## config.mk

```make
export PLATFORM = sky130hd
export DESIGN_NAME = ioctl_region_loader_flat
export DESIGN_NICKNAME = d
export VERILOG_FILES = /design/src/rtl/ioctl_region_loader_pkg.sv /design/src/rtl/ioctl_region_loader_if.sv /design/src/rtl/ioctl_region_loader_decode.sv /design/src/rtl/ioctl_region_loader.sv /design/src/flat_wrapper.sv
export SDC_FILE = /design/constraint.sdc
export NUM_CORES = 1
export LEC_CHECK = 0
export ABC_AREA = 1
export ABC_CLOCK_PERIOD_IN_PS = 11600
export BUFFER_PORTS_ARGS = -buffer_cell sky130_fd_sc_hd__buf_2
export CORE_MARGIN = 10
export CORE_UTILIZATION = 45
export DETAILED_ROUTE_END_ITERATION = 12
export MAX_ROUTING_LAYER = met4
export PLACE_DENSITY_LB_ADDON = 0.12
export SLEW_MARGIN = 0
export SYNTH_ARGS = -nofsm -noshare
export SYNTH_HDL_FRONTEND = slang
export SYNTH_SLANG_ARGS = --single-unit
```

## constraint.sdc

```tcl
create_clock -name clk_sys -period 11.6 [get_ports clk_sys]
set_input_delay 3.48 -clock clk_sys [delete_from_list [all_inputs] [get_ports clk_sys]]
set_output_delay 3.48 -clock clk_sys [all_outputs]
set_load 0.05 [all_outputs]
```

## src/rtl/ioctl_region_loader_pkg.sv

```systemverilog
// Shared types, default ioctl indices and the region-base unpacking helper
// for the ioctl region loader.
package ioctl_loader_pkg;

    typedef enum logic [1:0] {
        IDLE  = 2'd0,
        WR_LO = 2'd1,
        WR_HI = 2'd2
    } state_e;

    localparam logic [7:0] IDX_ROM = 8'd0;
    localparam logic [7:0] IDX_DIP = 8'd254;

    // Widest supported region table; callers zero-extend REGION_BASE into this.
    localparam int MAX_REGIONS = 8;
    localparam int MAX_AW      = 32;

    function automatic logic [MAX_AW-1:0] base_of(
        input logic [MAX_REGIONS*MAX_AW-1:0] bases,
        input int                            aw,
        input int                            i
    );
        logic [MAX_REGIONS*MAX_AW-1:0] shifted;
        logic [MAX_AW-1:0]             mask;
        shifted = bases >> (i * aw);
        mask    = (MAX_AW'(1) << aw) - MAX_AW'(1);
        return shifted[MAX_AW-1:0] & mask;
    endfunction

endpackage

```

## src/rtl/ioctl_region_loader_if.sv

```systemverilog
// hps_io ioctl stream as seen by the region loader; hps_io is the master.
interface ioctl_region_loader_if #(
    parameter int ADDR_W = 27
);
    logic              ioctl_download;
    logic [7:0]        ioctl_index;
    logic              ioctl_wr;
    logic [ADDR_W-1:0] ioctl_addr;
    logic [15:0]       ioctl_dout;
    logic              ioctl_wait;

    modport master (
        output ioctl_download, ioctl_index, ioctl_wr, ioctl_addr, ioctl_dout,
        input  ioctl_wait
    );

    modport slave (
        input  ioctl_download, ioctl_index, ioctl_wr, ioctl_addr, ioctl_dout,
        output ioctl_wait
    );
endinterface

```

## src/rtl/ioctl_region_loader_decode.sv

```systemverilog
// Combinational address decode: picks the highest region whose base is <= addr
// and reports whether the region-local offset fits inside 2**ROM_AW bytes.
module ioctl_region_decode
    import ioctl_loader_pkg::*;
#(
    parameter int NUM_REGIONS = 4,
    parameter int ADDR_W      = 27,
    parameter int ROM_AW      = 16,
    parameter int RW          = (NUM_REGIONS > 1) ? $clog2(NUM_REGIONS) : 1,
    parameter logic [NUM_REGIONS*ADDR_W-1:0] REGION_BASE = '0
) (
    input  logic [ADDR_W-1:0] addr_i,
    output logic              hit_o,
    output logic [RW-1:0]     region_o,
    output logic [ROM_AW-1:0] off_o
);
    localparam logic [MAX_REGIONS*MAX_AW-1:0] BASES = (MAX_REGIONS*MAX_AW)'(REGION_BASE);

    logic [NUM_REGIONS-1:0] ge;
    logic [ADDR_W-1:0]      base_arr [NUM_REGIONS];
    logic [ADDR_W-1:0]      base_sel;
    logic [ADDR_W-1:0]      diff;
    logic                   any_ge;
    logic                   in_rng;

    genvar gi;
    generate
        for (gi = 0; gi < NUM_REGIONS; gi++) begin : g_cmp
            assign base_arr[gi] = ADDR_W'(base_of(BASES, ADDR_W, gi));
            assign ge[gi]       = (addr_i >= base_arr[gi]);
        end
    endgenerate

    // Bases ascend, so the last matching compare is the owning region.
    always_comb begin
        region_o = '0;
        base_sel = '0;
        any_ge   = 1'b0;
        for (int i = 0; i < NUM_REGIONS; i++) begin
            if (ge[i]) begin
                region_o = RW'(i);
                base_sel = base_arr[i];
                any_ge   = 1'b1;
            end
        end
    end

    assign diff = addr_i - base_sel;

    generate
        if (ADDR_W > ROM_AW) begin : g_rng
            assign in_rng = ~|diff[ADDR_W-1:ROM_AW];
        end else begin : g_norng
            assign in_rng = 1'b1;
        end
    endgenerate

    assign off_o = diff[ROM_AW-1:0];
    assign hit_o = any_ge & in_rng;
endmodule

```

## src/rtl/ioctl_region_loader.sv

```systemverilog
// Routes 16-bit ioctl words into byte-wide ROM regions (two strobes per word,
// throttled via ioctl_wait) and captures DIP switch bytes.
module ioctl_region_loader
    import ioctl_loader_pkg::*;
#(
    parameter int NUM_REGIONS = 4,
    parameter int ADDR_W      = 27,
    parameter int ROM_AW      = 16,
    parameter logic [NUM_REGIONS*ADDR_W-1:0] REGION_BASE = '0,
    parameter int DIP_BYTES   = 8,
    parameter logic [7:0] ROM_INDEX = IDX_ROM,
    parameter logic [7:0] DIP_INDEX = IDX_DIP
) (
    input  logic                   clk_sys,
    input  logic                   reset,
    ioctl_region_loader_if.slave   ioctl,
    output logic [NUM_REGIONS-1:0] rom_we_o,
    output logic [ROM_AW-1:0]      rom_addr_o,
    output logic [7:0]             rom_data_o,
    output logic [DIP_BYTES*8-1:0] dip_out_o,
    output logic                   dl_busy_o,
    output logic                   dl_done_o,
    output logic                   err_range_o,
    output logic                   err_overrun_o
);
    localparam int RW = (NUM_REGIONS > 1) ? $clog2(NUM_REGIONS) : 1;

    state_e                 state_q, state_d;
    logic [NUM_REGIONS-1:0] rom_we_q, rom_we_d;
    logic [ROM_AW-1:0]      rom_addr_q, rom_addr_d;
    logic [7:0]             rom_data_q, rom_data_d;
    logic                   wait_q, wait_d;
    logic [NUM_REGIONS-1:0] sel_q, sel_d;
    logic [ROM_AW-1:0]      off_q, off_d;
    logic [7:0]             hi_q, hi_d;
    logic                   busy_q, busy_d;
    logic                   done_q, done_d;
    logic                   err_range_q, err_range_d;
    logic                   err_overrun_q, err_overrun_d;
    logic                   dl_prev_q;
    logic [7:0]             dip_q [DIP_BYTES];

    logic                   dec_hit;
    logic [RW-1:0]          dec_r;
    logic [ROM_AW-1:0]      dec_off;
    logic                   rom_wr, accept, overrun, dl_rise, dip_hit;

    ioctl_region_decode #(
        .NUM_REGIONS (NUM_REGIONS),
        .ADDR_W      (ADDR_W),
        .ROM_AW      (ROM_AW),
        .RW          (RW),
        .REGION_BASE (REGION_BASE)
    ) u_decode (
        .addr_i   (ioctl.ioctl_addr),
        .hit_o    (dec_hit),
        .region_o (dec_r),
        .off_o    (dec_off)
    );

    assign rom_wr  = ioctl.ioctl_wr & (ioctl.ioctl_index == ROM_INDEX);
    assign accept  = rom_wr & ioctl.ioctl_download & (state_q == IDLE);
    assign overrun = rom_wr & (state_q != IDLE);
    assign dl_rise = ioctl.ioctl_download & ~dl_prev_q & (ioctl.ioctl_index == ROM_INDEX);
    assign dip_hit = ioctl.ioctl_wr & (ioctl.ioctl_index == DIP_INDEX)
                   & (ioctl.ioctl_addr < ADDR_W'(DIP_BYTES));

    // Outputs are computed one state ahead so each state's strobe is registered.
    always_comb begin
        state_d    = state_q;
        rom_we_d   = '0;
        rom_addr_d = '0;
        rom_data_d = '0;
        wait_d     = 1'b0;
        sel_d      = sel_q;
        off_d      = off_q;
        hi_d       = hi_q;
        case (state_q)
            IDLE: begin
                if (accept) begin
                    state_d    = WR_LO;
                    wait_d     = 1'b1;
                    sel_d      = dec_hit ? (NUM_REGIONS'(1) << dec_r) : '0;
                    off_d      = dec_off;
                    hi_d       = ioctl.ioctl_dout[15:8];
                    rom_we_d   = sel_d;
                    rom_addr_d = dec_off;
                    rom_data_d = ioctl.ioctl_dout[7:0];
                end
            end
            WR_LO: begin
                state_d    = WR_HI;
                wait_d     = 1'b1;
                rom_we_d   = sel_q;
                rom_addr_d = off_q | ROM_AW'(1);
                rom_data_d = hi_q;
            end
            WR_HI:   state_d = IDLE;
            default: state_d = IDLE;
        endcase
    end

    // dl_done looks at the upcoming state so an in-flight word finishes first.
    always_comb begin
        done_d        = busy_q & ~ioctl.ioctl_download & (state_d == IDLE);
        busy_d        = dl_rise ? 1'b1 : (done_d ? 1'b0 : busy_q);
        err_range_d   = dl_rise ? 1'b0 : err_range_q;
        err_overrun_d = dl_rise ? 1'b0 : err_overrun_q;
        if (accept && !dec_hit) err_range_d = 1'b1;
        if (overrun)            err_overrun_d = 1'b1;
    end

    always_ff @(posedge clk_sys or posedge reset) begin
        if (reset) begin
            state_q       <= IDLE;
            rom_we_q      <= '0;
            rom_addr_q    <= '0;
            rom_data_q    <= '0;
            wait_q        <= 1'b0;
            sel_q         <= '0;
            off_q         <= '0;
            hi_q          <= '0;
            busy_q        <= 1'b0;
            done_q        <= 1'b0;
            err_range_q   <= 1'b0;
            err_overrun_q <= 1'b0;
            dl_prev_q     <= 1'b0;
        end else begin
            state_q       <= state_d;
            rom_we_q      <= rom_we_d;
            rom_addr_q    <= rom_addr_d;
            rom_data_q    <= rom_data_d;
            wait_q        <= wait_d;
            sel_q         <= sel_d;
            off_q         <= off_d;
            hi_q          <= hi_d;
            busy_q        <= busy_d;
            done_q        <= done_d;
            err_range_q   <= err_range_d;
            err_overrun_q <= err_overrun_d;
            dl_prev_q     <= ioctl.ioctl_download;
        end
    end

    always_ff @(posedge clk_sys or posedge reset) begin
        if (reset) begin
            for (int k = 0; k < DIP_BYTES; k++) dip_q[k] <= '0;
        end else if (dip_hit) begin
            for (int k = 0; k < DIP_BYTES; k++) begin
                if (ioctl.ioctl_addr == ADDR_W'(k)) dip_q[k] <= ioctl.ioctl_dout[7:0];
            end
        end
    end

    genvar gi;
    generate
        for (gi = 0; gi < DIP_BYTES; gi++) begin : g_dip
            assign dip_out_o[gi*8 +: 8] = dip_q[gi];
        end
    endgenerate

    assign ioctl.ioctl_wait = wait_q;
    assign rom_we_o         = rom_we_q;
    assign rom_addr_o       = rom_addr_q;
    assign rom_data_o       = rom_data_q;
    assign dl_busy_o        = busy_q;
    assign dl_done_o        = done_q;
    assign err_range_o      = err_range_q;
    assign err_overrun_o    = err_overrun_q;
endmodule

```

## src/flat_wrapper.sv

```systemverilog
// flat-port wrapper written by rule: the top's interface ports become plain ports
module ioctl_region_loader_flat import ioctl_loader_pkg::*;
#(
    parameter int NUM_REGIONS = 4,
    parameter int ADDR_W      = 27,
    parameter int ROM_AW      = 16,
    parameter logic [NUM_REGIONS*ADDR_W-1:0] REGION_BASE = '0,
    parameter int DIP_BYTES   = 8,
    parameter logic [7:0] ROM_INDEX = IDX_ROM,
    parameter logic [7:0] DIP_INDEX = IDX_DIP
)
  (clk_sys, reset, rom_we_o, rom_addr_o, rom_data_o, dip_out_o, dl_busy_o, dl_done_o, err_range_o, err_overrun_o, ioctl_ioctl_download, ioctl_ioctl_index, ioctl_ioctl_wr, ioctl_ioctl_addr, ioctl_ioctl_dout, ioctl_ioctl_wait);
  ioctl_region_loader_if #(.ADDR_W(ADDR_W)) ioctl_i ();
  input  logic clk_sys;
  input  logic reset;
  output logic [NUM_REGIONS-1:0] rom_we_o;
  output logic [ROM_AW-1:0] rom_addr_o;
  output logic [7:0] rom_data_o;
  output logic [DIP_BYTES*8-1:0] dip_out_o;
  output logic dl_busy_o;
  output logic dl_done_o;
  output logic err_range_o;
  output logic err_overrun_o;
  input wire logic [$bits(ioctl_i.ioctl_download)-1:0] ioctl_ioctl_download;
  input wire logic [$bits(ioctl_i.ioctl_index)-1:0] ioctl_ioctl_index;
  input wire logic [$bits(ioctl_i.ioctl_wr)-1:0] ioctl_ioctl_wr;
  input wire logic [$bits(ioctl_i.ioctl_addr)-1:0] ioctl_ioctl_addr;
  input wire logic [$bits(ioctl_i.ioctl_dout)-1:0] ioctl_ioctl_dout;
  output wire logic [$bits(ioctl_i.ioctl_wait)-1:0] ioctl_ioctl_wait;
  assign ioctl_i.ioctl_download = ioctl_ioctl_download;
  assign ioctl_i.ioctl_index = ioctl_ioctl_index;
  assign ioctl_i.ioctl_wr = ioctl_ioctl_wr;
  assign ioctl_i.ioctl_addr = ioctl_ioctl_addr;
  assign ioctl_i.ioctl_dout = ioctl_ioctl_dout;
  assign ioctl_ioctl_wait = ioctl_i.ioctl_wait;
  ioctl_region_loader #(.NUM_REGIONS(NUM_REGIONS), .ADDR_W(ADDR_W), .ROM_AW(ROM_AW), .REGION_BASE(REGION_BASE), .DIP_BYTES(DIP_BYTES), .ROM_INDEX(ROM_INDEX), .DIP_INDEX(DIP_INDEX)) u_core (.clk_sys(clk_sys), .reset(reset), .ioctl(ioctl_i), .rom_we_o(rom_we_o), .rom_addr_o(rom_addr_o), .rom_data_o(rom_data_o), .dip_out_o(dip_out_o), .dl_busy_o(dl_busy_o), .dl_done_o(dl_done_o), .err_range_o(err_range_o), .err_overrun_o(err_overrun_o));
endmodule
```

Word level (Yosys, flattened, before mapping)

Cells that the tools add are included.

Flip-flop bits (word level): 128
Output and inout bits: 97
Logic and storage cells: 85

$lt $le $gt $ge: 2
Equal/unequal tests: 9
Shift operators: 1
Multiplexer cells: 18
Bitwise logic cells: 13
Reductions and logical operators: 21

Operators with widths:

| operator                                                            | count |
|---|---|
| == test 27 x 3 -> 1 bit (second input constant)                     | 4 |
| == test 27 x 2 -> 1 bit (second input constant)                     | 2 |
| case mux 16 bit (2 select lines)                                    | 1 |
| == test 27 x 1 -> 1 bit (second input constant)                     | 1 |
| greater-or-equal comparator 27 x 1 -> 1 bit (second input constant) | 1 |
| zero test 27 bit                                                    | 1 |
| < comparator 27 x 4 -> 1 bit (second input constant)                | 1 |
| AND reduction 2 bit                                                 | 9 |
| two-way mux 16 bit                                                  | 1 |
| case mux 8 bit (2 select lines)                                     | 1 |
| AND 1 bit                                                           | 11 |
| OR reduction 11 bit                                                 | 1 |
| == test 8 bit (second input constant)                               | 1 |
| zero test 8 bit                                                     | 1 |
| two-way mux 4 bit                                                   | 2 |
| two-way mux 8 bit                                                   | 1 |
| case mux 4 bit (2 select lines)                                     | 1 |
| nonzero test 2 bit                                                  | 4 |
| two-way mux 1 bit                                                   | 7 |
| zero test 2 bit                                                     | 2 |
| two-way mux 2 bit                                                   | 2 |
| case mux 2 bit (2 select lines)                                     | 1 |
| << shifter 1 x 2 -> 4 bit (first input constant)                    | 1 |
| == test 2 x 1 -> 1 bit (second input constant)                      | 1 |
| other kinds (4)                                                     | 6 |

Longest topological paths before layout

Gate-level depths: netlist (run 1).

Depth after elaboration: 10
Depth in mapped cells: 10
Mapped depth without buffers: 9

Cells and area by module

From an unflattened synthesis (run 1), not the netlist that was laid out.

Cells, all modules: 690
Area, all modules: 5689.2 sq um

By module, submodules not included:

| module              | instances | cells an instance | area an instance (sq um) | sequential area each (sq um) |
|---|---|---|---|---|
| ioctl_region_loader | 1         | 655               | 5487.8                   | 3178.0 |
| ioctl_region_decode | 1         | 35                | 201.4                    | 0.0 |

Worst setup path after synthesis (run 1)

OpenSTA, ideal clock, no wires.

Kind: input to register
Start point: input port ioctl_ioctl_addr[16]
End point: register u_core.dip_q (netlist bit u_core.dip_out_o[0])
Arrival: 4.446 ns
Data required time: 11.481 ns
Setup slack: 7.035 ns
Cell stages on the path: 8
Path buffers: 0
Cells stage by stage: nor2_1 > nand2_1 > nor2_2 > nand3_4 > nor2_4 > nand2_4 > nand2_1 > nand2_1

Cells in the longest elaborated chain, start to end: 3
Elaborated cells on any way between the ends: 4

RTL lines:

| what                                     | line                       | RTL |
|---|---|---|
| from (decl)                              | flat_wrapper.sv:27         | `input wire logic [$bits(ioctl_i.ioctl_addr)-1:0] ioctl_ioctl_addr;` |
| < comparator 27 x 4 -> 1 bit             | ioctl_region_loader.sv:66  | `& (ioctl.ioctl_addr < ADDR_W'(DIP_BYTES));` |
| AND 1 bit                                | ioctl_region_loader.sv:66  |  |
| AND reduction 2 bit (no source line) (*) | --                         |  |
| to (signal, indexed assignment)          | ioctl_region_loader.sv:150 | `if (ioctl.ioctl_addr == ADDR_W'(k)) dip_q[k] <= ioctl.ioctl_dout[7:0];` |
| to (decl)                                | ioctl_region_loader.sv:41  | `logic [7:0] dip_q [DIP_BYTES];` |

Every way passes the cells marked *; elsewhere a longest branch is shown, timed or not.
A chain may end at the register's enable or synchronous reset.

Worst setup path after layout (run 1)

Start point: input port ioctl_ioctl_addr[7]
End point: register u_core.dip_q (netlist bit u_core.dip_out_o[54])

The elaborated chain is that of the path after synthesis.

==> metrics.md, run 1 <==
| Metric | Value |
|---|---|
| Status | `finished, final reports clean` |
| Top-area cell type share of the netlist area | `about three fifths` |
| Netlist cell types | `23` |
| Max-Cap Viols | `0` |
| Worst path bufs/invs | `1` |
| Worst Hold Class | `flip-flop to flip-flop` |
| Fin. Hold Viols | `0` |
| Number of synthesized register bits | `121` |
| Worst-case clock skew | `0.00548 ns` |
| Total Routed Length | `approximately 14000 um` |
| CP max stage delay | `0.94 ns` |
| Drt initial violations | `roughly 370` |
| Family with the most delay on the worst path | `simple AND/OR/NAND/NOR gates` |
| Post-Synth Simple-Gate Area | `between 30% and 40%` |
| PnR Total Power | `~0.0011 W` |
| CP Cell Sequence | `buf_2 -> nor2_2 -> nand2_2 -> nor2_1 -> nand3_1 -> nor2_4 -> nand2_2 -> nand2_1 -> nand2_1` |
| Multi-input gate area | `approximately 1900 sq um` |
| Slew HR | `between 10% and 20%` |
| VDD IR max | `approximately 0.10 mV` |
| Startpoint Class | `input port` |
| Synth warn | `0` |
| Mapped Cells | `609` |
| Leading area contributor after synthesis | `dfrtp_1` |
| Tcrit/Tclk final | `between 40% and 50%` |
| GPL Wtd Cong | `0.904` |
| Root Buffer | `clkbuf_16` |
| Wire length per cell | `about 16 um` |
| TritonCTS Buffers | `17` |
| TritonCTS clock tree | `yes` |
| Crit-path max FO | `48` |
| Worst hold start | `u_core.dip_out_o[25]` |
| H-tree Lvls | `4` |
| DIE HEIGHT | `roughly 130 um` |
| WHS Path Cells | `2` |
| Fraction of layout cells with a size suffix above 1 | `a little over a quarter` |
| Flop-to-flop setup slack | `around 10 ns` |
| Vias in the first global route | `approximately 4600` |
| Worst reg2reg path endpoint | `u_core.rom_addr_o[7]` |
| Slew Limit Fails | `0` |
| Syn Area/Cell | `roughly 8.5 sq um` |
| Die ar. | `~16000 sq um` |
| Row Count | `39` |
| Post-synthesis sequential area ratio | `~58%` |
| Post-CTS setup buffer count | `0` |
| Pwr Density | `~160 nW/um^2` |
| Via count | `between 4000 and 5000` |
| Port bufs | `148` |
| Global-route wire length before repair | `around 23000 um` |
| Pleak | `approximately 4 nW` |
| Core area | `11400 sq um` |
| Hold Path Sink | `u_core.dip_out_o[25]` |
| Max Root-Sink Buffers | `2` |
| Worst-margin pin slew | `~1.2 ns` |
| # IOs | `152` |
| 1st-pass router iterations | `5` |
| R2R depth | `5` |
| Main combinational cell family by area after synthesis | `simple AND/OR/NAND/NOR gates` |
| Clk slew on worst S/H paths | `around 0.060 ns` |
| Initial Util | `roughly 46%` |
| Chip width | `128 um` |
| Synthesized-area fraction occupied by xor and xnor cells | `0%` |
| Compound-Gate Fraction of Synth Area | `4.21%` |
| CTS Hold Buffers Added | `0` |
| Clock Latency Late Sink | `slightly above 0.4 ns` |
| Dpl hpwl | `10500 um` |
| Sink Count | `121` |
| Vias/cell | `4.95` |
| Slowest-stage cell, CP | `nor2_4` |
| Crit path depth | `9` |
| Mapped cell area | `about 5200 sq um` |
| Largest net degree at the start of global routing | `between 60 and 70` |
| Final Instance Area | `6670 sq um` |
| Sequential Area | `~3000 sq um` |
| Nets | `810` |
| Crit path kind | `input port to flip-flop` |
| Final setup violation count | `0` |
| DP Area | `roughly 6000 sq um` |
| Fillers | `roughly 1100` |
| Area growth from synthesis to layout | `28.2%` |
| Unrepaired setup endpoints after global routing | `false` |
| GRT overflow | `0` |
| Setup TNS | `0 ns` |
| Final Critical Period | `5.26 ns` |
| Dominant cells by area after synthesis | `dfrtp_1, nand2_1, nand3_1, o21ai_0, nor2_1` |
| Post-synthesis adder-cell area fraction | `0%` |
| Critical path endpoint category | `flip-flop` |
| FMAX | `190 MHz` |
| # DRC | `0` |
| Initial antenna violation count | `1` |
| Tot GR Track Use | `18.6%` |
| Resize count post-CTS | `0` |
| Reg-to-reg startpoint | `u_core.state_q[1]` |
| Worst Path Arrival | `between 5 and 6 ns` |
| Antenna-violating nets left | `0` |
| Required time worst endpoint | `11.90 ns` |
| Multiplexer share of the synthesized area | `0%` |
## cells by family (layout without fill, tap and decap cells)
kind of cell | Yosys count | count (layout)
simple gates | 384 | 384
compound gates | 43 | 43
other cells | 1 | 4
flops | 121 | 121
buf+inv | 60 | 217
## registers in the layout (all words and copies together), names as in the netlist, 2 cells and up
register,count
u_core.hi_q,8
u_core.off_q,15
u_core.rom_addr_o,16
u_core.dip_out_o,64
u_core.state_q,2
u_core.rom_data_o,8
## placed cells by master, fill, tap and decap left out
| master | Yosys | routed |
|---|---|---|
| conb_1 | 1 | 3 |
| nand4_1 | 1 | 1 |
| o21ai_0 | 42 | 42 |
| clkbuf_1 | 14 | 1 |
| a211o_1 | 1 | 1 |
| inv_1 | 31 | 30 |
| nor2_2 | 6 | 7 |
| and2_1 | 1 | 1 |
| nor2_1 | 42 | 41 |
| clkinv_2 | 0 | 5 |
| bufinv_16 | 0 | 6 |
| nor3_1 | 4 | 4 |
| inv_2 | 3 | 3 |
| nand3b_1 | 1 | 1 |
| clkinvlp_4 | 0 | 3 |
| nand3_4 | 1 | 1 |
| nand2_2 | 3 | 3 |
| diode_2 | 0 | 1 |
| clkbuf_16 | 0 | 17 |
| nor2_4 | 7 | 7 |
| nand2_4 | 6 | 6 |
| nand3_1 | 72 | 72 |
| dfrtp_1 | 121 | 121 |
| nand2_1 | 240 | 240 |
| buf_4 | 3 | 3 |
| inv_4 | 0 | 1 |
| buf_2 | 6 | 148 |
## worst reg2reg max path, stage by stage, from the launching register on
cell	delay, ns
dfrtp_1	0.40
inv_2	0.17
nand2_1	0.10
inv_1	0.07
nand3_1	0.45
o21ai_0	0.40
## final cells by class
cell class	instances	share of cell area, %
clock inverters	14	3.41
multi-input cells	430	28.7
repair buffers	151	11.4
clock buffers	18	6.43
inverters	34	1.95
flip-flops and latches	121	45.4
well taps	143	2.68
diodes	1	0.0375
## per-stage QoR
| stage | util [%] | setup WS [ns] | hold WS (ns) | instances |
|---|---|---|---|---|
| 3_5_place_dp | 52.9 | 5.90 | 0.454 | 879 |
| 6_report | 58.7 | 6.34 | 0.463 | 912 |
| 4_1_cts | 58.7 | 6.35 | 0.467 | 911 |
| 2_1_floorplan | - | 4.91 | 0.449 | 611 |
| 5_1_grt | 58.7 | 6.05 | 0.489 | 912 |
| 3_3_place_gp | 52.9 | 5.96 | 0.449 | 879 |
## per-layer routing
metal | wire length [um] | vias to the layer above | global-route usage [%]
met5 | 0 | - | -
met4 | 175 | 0 | 6.90
met3 | 1050 | 15 | 5.38
met2 | 7140 | 163 | 29.0
met1 | 6110 | 2120 | 22.6
li1 | - | 2215 | -
## worst max path at each step
stage	startpoint	end	slack [ns]
floorplan	reset	u_core.dip_out_o[0]	4.91
global placement	ioctl_ioctl_addr[7]	u_core.dip_out_o[50]	5.96
detailed placement	ioctl_ioctl_addr[7]	u_core.dip_out_o[54]	5.90
CTS	ioctl_ioctl_addr[7]	u_core.dip_out_o[54]	6.35
global route	ioctl_ioctl_addr[5]	u_core.dip_out_o[55]	6.05
finish	ioctl_ioctl_addr[7]	u_core.dip_out_o[54]	6.34
## where the power goes
| part | internal (W) | leakage (nW) | switching [W] |
|---|---|---|---|
| Sequential | 0.000426 | 1.69 | 0.00000144 |
| Clock | 0.000400 | 0.315 | 0.000187 |
| Combinational | 0.0000116 | 1.89 | 0.0000318 |
| Total | 0.000837 | 3.89 | 0.000220 |
## cell usage after synthesis
library cell and n:
a211o_1 1, and2_1 1, buf_12 1, buf_2 6, buf_4 3, buf_6 2
clkbuf_1 14, conb_1 1, dfrtp_1 121, inv_1 31, inv_2 3, nand2_1 240
nand2_2 3, nand2_4 6, nand3_1 72, nand3_4 1, nand3b_1 1, nand4_1 1
nor2_1 42, nor2_2 6, nor2_4 7, nor3_1 4, o21ai_0 42
Note: power is estimated with default switching activity, not from simulation.
==> run 2, diff against run 1 <==
--- a/config.mk
+++ b/config.mk
@@ -6,7 +6,7 @@
 export NUM_CORES = 1
 export LEC_CHECK = 0
 export ABC_AREA = 1
-export ABC_CLOCK_PERIOD_IN_PS = 11600
+export ABC_CLOCK_PERIOD_IN_PS = 4750
 export BUFFER_PORTS_ARGS = -buffer_cell sky130_fd_sc_hd__buf_2
 export CORE_MARGIN = 10
 export CORE_UTILIZATION = 45
==> constraint.sdc (replaced) <==
create_clock -name clk_sys -period 4.75 [get_ports clk_sys]
set_input_delay 1.425 -clock clk_sys [delete_from_list [all_inputs] [get_ports clk_sys]]
set_output_delay 1.425 -clock clk_sys [all_outputs]
set_load 0.05 [all_outputs]
==> run 2 against run 1 <==
  * Non-clock buffer count up 2
  * Hold slack got worse by 0.00093 ns
  * Via count fell by 0.95%
  * Clock power up 140%
  * Sequential power up 140%
  * First-iteration DRC count increased by 23%
  * Routed wire length increased by 0.36%
  * Critical path type unchanged
  * Largest cell class unchanged
  * Largest power group unchanged
==> metrics.md, run 2 (synthesis results as in run 1) <==
| Metric | Value |
|---|---|
| Detail Route met3 WL | `between 700 and 800 um` |
| Worst-margin pin slew | `1.04 ns` |
| Vias in the first global route | `~4400` |
| Most common cell after layout, fill and taps aside | `nand2_1` |
| Global-route wire length before repair | `around 24000 um` |
| H-tree Lvls | `4` |
| Fillers | `~1100` |
| Required time worst endpoint | `5.05 ns` |
| CP max stage delay | `around 0.68 ns` |
| DIE HEIGHT | `~130 um` |
| Max Root-Sink Buffers | `2` |
| Tot GR Track Use | `about a fifth` |
| Nets | `812` |
| Initial Util | `45.8%` |
| Unrepaired setup endpoints after global routing | `false` |
| CP Cell Sequence | `buf_2 -> nor2_2 -> nand2_2 -> nor2_1 -> nand3_1 -> nor2_4 -> buf_4 -> nand2_4 -> nand2_1 -> nand2_1` |
| Pwr Density | `~380 nW/um^2` |
| Worst-case clock skew | `roughly 0.0022 ns` |
| TritonCTS Buffers | `17` |
| Metal-1 WL | `roughly 6400 um` |
| Most frequent CP cell | `nand2_1` |
| GPL Wtd Cong | `about 0.9` |
| 1st-pass router iterations | `4` |
| # IOs | `about 150` |
| Tcrit/Tclk final | `between 60% and 70%` |
| Area growth from synthesis to layout | `28.4%` |
| Status | `finished, final reports clean` |
| Dpl hpwl | `about 11000 um` |
| Slew Limit Fails | `0` |
| Chip width | `roughly 130 um` |
| Startpoint Class | `input port` |
| Setup TNS | `0 ns` |
| Largest net degree at the start of global routing | `a little over 70` |
| Final Instance Area | `about 6700 sq um` |
| Fin. Hold Viols | `0` |
| Die ar. | `between 15000 and 20000 sq um` |
| Resize count post-CTS | `0` |
| Max reg flops | `64` |
| PnR Total Power | `about 0.0026 W` |
| Clock Latency Late Sink | `a little over 0.4 ns` |
| Core area | `~11000 sq um` |
| Worst Hold Class | `flip-flop to flip-flop` |
| Critical path endpoint category | `flip-flop` |
| Port bufs | `around 150` |
| Antenna-violating nets left | `0` |
| Via count | `between 4000 and 5000` |
| GRT overflow | `0` |
| Worst Path Arrival | `about 3.3 ns` |
| Crit path kind | `input port to flip-flop` |
| Pleak | `3.91 nW` |
| Initial antenna violation count | `1` |
| FMAX | `between 300 and 400 MHz` |
| Slowest-stage cell, CP | `nor2_4` |
| WHS | `0.462 ns` |
| # DRC | `0` |
| Top sig layer | `met4` |
| Most frequent cells in the layout | `nand2_1, buf_2, dfrtp_1, nand3_1, o21ai_0` |
| Fraction of layout cells with a size suffix above 1 | `about 28%` |
| Total Routed Length | `roughly 15000 um` |
| Drt initial violations | `455` |
| Vias/cell | `4.89` |
| Crit-path max FO | `31` |
| Post-CTS setup buffer count | `0` |
| Final setup violation count | `0` |
| TritonCTS clock tree | `yes` |
| VDD IR max | `0.240 mV` |
| Clk slew on worst S/H paths | `about 0.050 ns` |
| DP Area | `between 6000 and 7000 sq um` |
| Sink Count | `approximately 120` |
| Met2 wire length | `about 7200 um` |
| Wire length per cell | `15.9 um` |
| Root Buffer | `clkbuf_16` |
| Final Critical Period | `between 3 and 4 ns` |
| Row Count | `39` |
| Max-Cap Viols | `0` |
| CTS Hold Buffers Added | `0` |
| Slew HR | `30.6%` |
==> run 2: layer usage <==
layer	track usage (%)	up-vias
met5	-	-
met3	6.20	15
li1	-	2213
met2	28.4	118
met1	23.5	2124
met4	5.83	0
==> run 2: worst paths after layout <==
path,endpoint,depth (start not counted),slack [ns],startpoint
max,u_core.dip_out_o[29],10,1.71,ioctl_ioctl_addr[7]
max reg2reg,u_core.off_q[3],7,2.66,u_core.state_q[1]
min in group asynchronous,u_core.dip_out_o[36],2,1.18,reset
min,u_core.dip_out_o[5],2,0.46,u_core.dip_out_o[5]
min reg2reg,u_core.dip_out_o[5],2,0.46,u_core.dip_out_o[5]
max in group asynchronous,u_core.dip_out_o[48],3,2.65,reset
==> run 2: worst max-delay path: cells and delay by family <==
family        cells  cell delay [ns]
buf+inv           2             0.49
simple gates      8             1.39
==> run 2: layout make-up <==
class	count	area [sq um]	area share, %
clock inverters	13	199	2.98
repair buffers	153	778	11.6
multi-input cells	430	1910	28.6
inverters	34	130	1.95
well taps	143	179	2.68
diodes	1	2.50	0.0375
flip-flops and latches	121	3030	45.3
clock buffers	19	453	6.78
==> run 2: metrics by stage <==
step           cells  utilization (%)  worst slack, ns
5_1_grt          914             58.8             1.55
4_1_cts          913             58.7             1.72
3_3_place_gp     881             53.0             1.37
6_report         914             58.8             1.71
3_5_place_dp     881             53.0             1.29
2_1_floorplan    611                -            0.111
==> run 2: power breakdown <==
group	leakage, nW	internal, W	switching (W)
Clock	0.319	0.000953	0.000448
Sequential	1.69	0.00104	0.00000355
Combinational	1.90	0.0000290	0.0000790
Total	3.91	0.00202	0.000531
==> run 3, diff against run 2 <==
--- a/config.mk
+++ b/config.mk
@@ -6,7 +6,7 @@
 export NUM_CORES = 1
 export LEC_CHECK = 0
 export ABC_AREA = 1
-export ABC_CLOCK_PERIOD_IN_PS = 4750
+export ABC_CLOCK_PERIOD_IN_PS = 3190
 export BUFFER_PORTS_ARGS = -buffer_cell sky130_fd_sc_hd__buf_2
 export CORE_MARGIN = 10
 export CORE_UTILIZATION = 45
==> constraint.sdc (replaced) <==
create_clock -name clk_sys -period 3.19 [get_ports clk_sys]
set_input_delay 0.957 -clock clk_sys [delete_from_list [all_inputs] [get_ports clk_sys]]
set_output_delay 0.957 -clock clk_sys [all_outputs]
set_load 0.05 [all_outputs]
==> run 3 against run 2 <==
  * Setup slack got worse by 0.57 ns
  * Die area unchanged
  * Combinational power is 48% higher
  * Clock power increased by 23%
  * Hold slack better by 0.0015 ns
  * Power increased by 34%
  * Sequential share of layout area rose by 0.66 points
  * Core utilization down 0.85 points
  * Design area shrank 1.4%
  * First-iteration DRC count fell by 15%
  * Sequential cell count did not move
  * Critical endpoint is now u_core.dip_out_o[6]
  * Largest cell class unchanged
==> metrics.md, run 3 (synthesis results as in run 1) <==
| Metric | Value |
|---|---|
| Tot GR Track Use | `18.3%` |
| Clock Latency Late Sink | `about 0.41 ns` |
| Initial Util | `a little under half` |
| WHS Path Cells | `2` |
| CP max stage delay | `~0.31 ns` |
| DIE HEIGHT | `between 100 and 150 um` |
| Setup TNS | `0 ns` |
| Antenna-violating nets left | `0` |
| # IOs | `152` |
| # DRC | `0` |
| GRT overflow | `0` |
| Final Critical Period | `just over 2 ns` |
| Crit path kind | `input port to flip-flop` |
| Resize count post-CTS | `0` |
| VDD IR max | `between 0.3 and 0.4 mV` |
| Worst-case clock skew | `a little over 0.006 ns` |
| Fraction of layout cells with a size suffix above 1 | `roughly a quarter` |
| Max-Cap Viols | `0` |
| Max Root-Sink Buffers | `2` |
| Reg-to-reg startpoint | `u_core.state_q[1]` |
| Most frequent cells in the layout | `nand2_1, buf_2, dfrtp_1, nand3_1, o21ai_0` |
| Pwr Density | `between 500 and 600 nW/um^2` |
| Clk slew on worst S/H paths | `0.05 ns` |
| Max reg flops | `64` |
| Largest net degree at the start of global routing | `122` |
| Worst reg2reg path endpoint | `u_core.rom_addr_o[5]` |
| TritonCTS clock tree | `yes` |
| Flop-to-flop setup slack | `1.53 ns` |
| Slew HR | `29.7%` |
| Met2 wire length | `6950 um` |
| FMAX | `489 MHz` |
| CTS Hold Buffers Added | `0` |
| Most common cell after layout, fill and taps aside | `nand2_1` |
| Sink Count | `121` |
| Initial antenna violation count | `1` |
| Root Buffer | `clkbuf_16` |
| Worst Hold Class | `flip-flop to flip-flop` |
| Global-route wire length before repair | `around 23000 um` |
| Wire length per cell | `15.8 um` |
| Drt initial violations | `between 300 and 400` |
| Crit-path max FO | `9` |
| Top sig layer | `met4` |
| Crit path from | `ioctl_ioctl_addr[9]` |
| R2R depth | `5` |
| Most frequent CP cell | `nand2_1` |
| Metal-1 WL | `around 6500 um` |
| Area growth from synthesis to layout | `26.5%` |
| Port bufs | `between 100 and 150` |
| CP Cell Sequence | `buf_2 -> nor2_1 -> nand2_1 -> nor2_2 -> nand3_4 -> nor2_4 -> nand2_4 -> nand2_1 -> nand2_1` |
| Status | `finished, final reports clean` |
| Chip width | `128 um` |
| Startpoint Class | `input port` |
| Hold Path Sink | `u_core.dip_out_o[18]` |
| Slew Limit Fails | `0` |
| Nets | `811` |
| GPL Wtd Cong | `around 0.80` |
| Final setup violation count | `0` |
| Post-CTS setup buffer count | `0` |
| Dpl hpwl | `around 10000 um` |
| DP Area | `between 6000 and 7000 sq um` |
| Row Count | `39` |
| H-tree Lvls | `4` |
| Tcrit/Tclk final | `approximately 64%` |
| Final Instance Area | `between 6000 and 7000 sq um` |
| Slowest-stage cell, CP | `nor2_4` |
| Critical path endpoint category | `flip-flop` |
| 1st-pass router iterations | `6` |
| Worst hold start | `u_core.dip_out_o[18]` |
| Worst Path Arrival | `about 2.3 ns` |
| Unrepaired setup endpoints after global routing | `false` |
| Vias in the first global route | `~4600` |
| Pleak | `between 3 and 4 nW` |
| Fin. Hold Viols | `0` |
| Detail Route met3 WL | `~800 um` |
| TritonCTS Buffers | `17` |
| Vias/cell | `roughly 5.0` |
| Die ar. | `between 15000 and 20000 sq um` |
| Core area | `around 11000 sq um` |
| Via count | `roughly 4500` |
| Required time worst endpoint | `~3.5 ns` |
| Worst-margin pin slew | `about 1.1 ns` |
| Total Routed Length | `14400 um` |
==> run 3: changes by cell type in the layout (fill, tap and decap cells not counted), sizes merged <==
cell,previous run,this run
bufinv,5,0
inv,34,33
clkinv,6,2
clkbuf,19,28
clkinvlp,2,1
buf,153,152
==> run 3: cell type report <==
| cell class | instances | area, sq um |
|---|---|---|
| timing repair buffer | 152 | 796 |
| clock buffer | 28 | 527 |
| multi-input combinational | 430 | 1910 |
| inverter | 34 | 131 |
| sequential | 121 | 3030 |
| antenna | 1 | 2.50 |
| clock inverter | 2 | 10.0 |
| tap | 143 | 179 |
| fill | 1077 | 4780 |
==> run 3: critical path, delay by kind of cell <==
family | cells | cell delay (ns)
AND/OR/NAND/NOR | 8 | 1.27
buffers and inverters | 1 | 0.11
==> run 3: worst max path at each step <==
stage                                       end  slack (ns)  cells past startpoint
after floorplan             u_core.dip_out_o[0]        0.75                      1
after global placement      u_core.dip_out_o[3]        0.73                      9
after detailed placement  u_core.rom_addr_o[13]        0.70                      6
after CTS                  u_core.rom_addr_o[5]        1.11                      6
after global routing       u_core.rom_addr_o[5]        0.96                      6
final                       u_core.dip_out_o[6]        1.14                      9
==> run 3: layer usage <==
metal | vias to the layer above | GRT usage [%]
met5 | - | -
met4 | 0 | 6.43
met3 | 17 | 5.09
met2 | 137 | 28.3
met1 | 2150 | 22.7
li1 | 2208 | -
==> run 3: through the flow <==
step,util (%),power (W),hold slack [ns],cells,worst slack [ns]
global route,57.9,0.00356,0.492,911,0.960
global placement,53.2,0.00174,0.449,880,0.733
detailed placement,53.2,0.00174,0.454,880,0.700
CTS,57.9,0.00347,0.467,910,1.11
finish,57.9,0.00343,0.463,911,1.14
floorplan,-,0.00167,0.449,611,0.750
==> run 3: power breakdown <==
group	switching [W]	internal (W)
Sequential	0.00000504	0.00155
Clock	0.000613	0.00110
Combinational	0.000116	0.0000441
Total	0.000734	0.00270
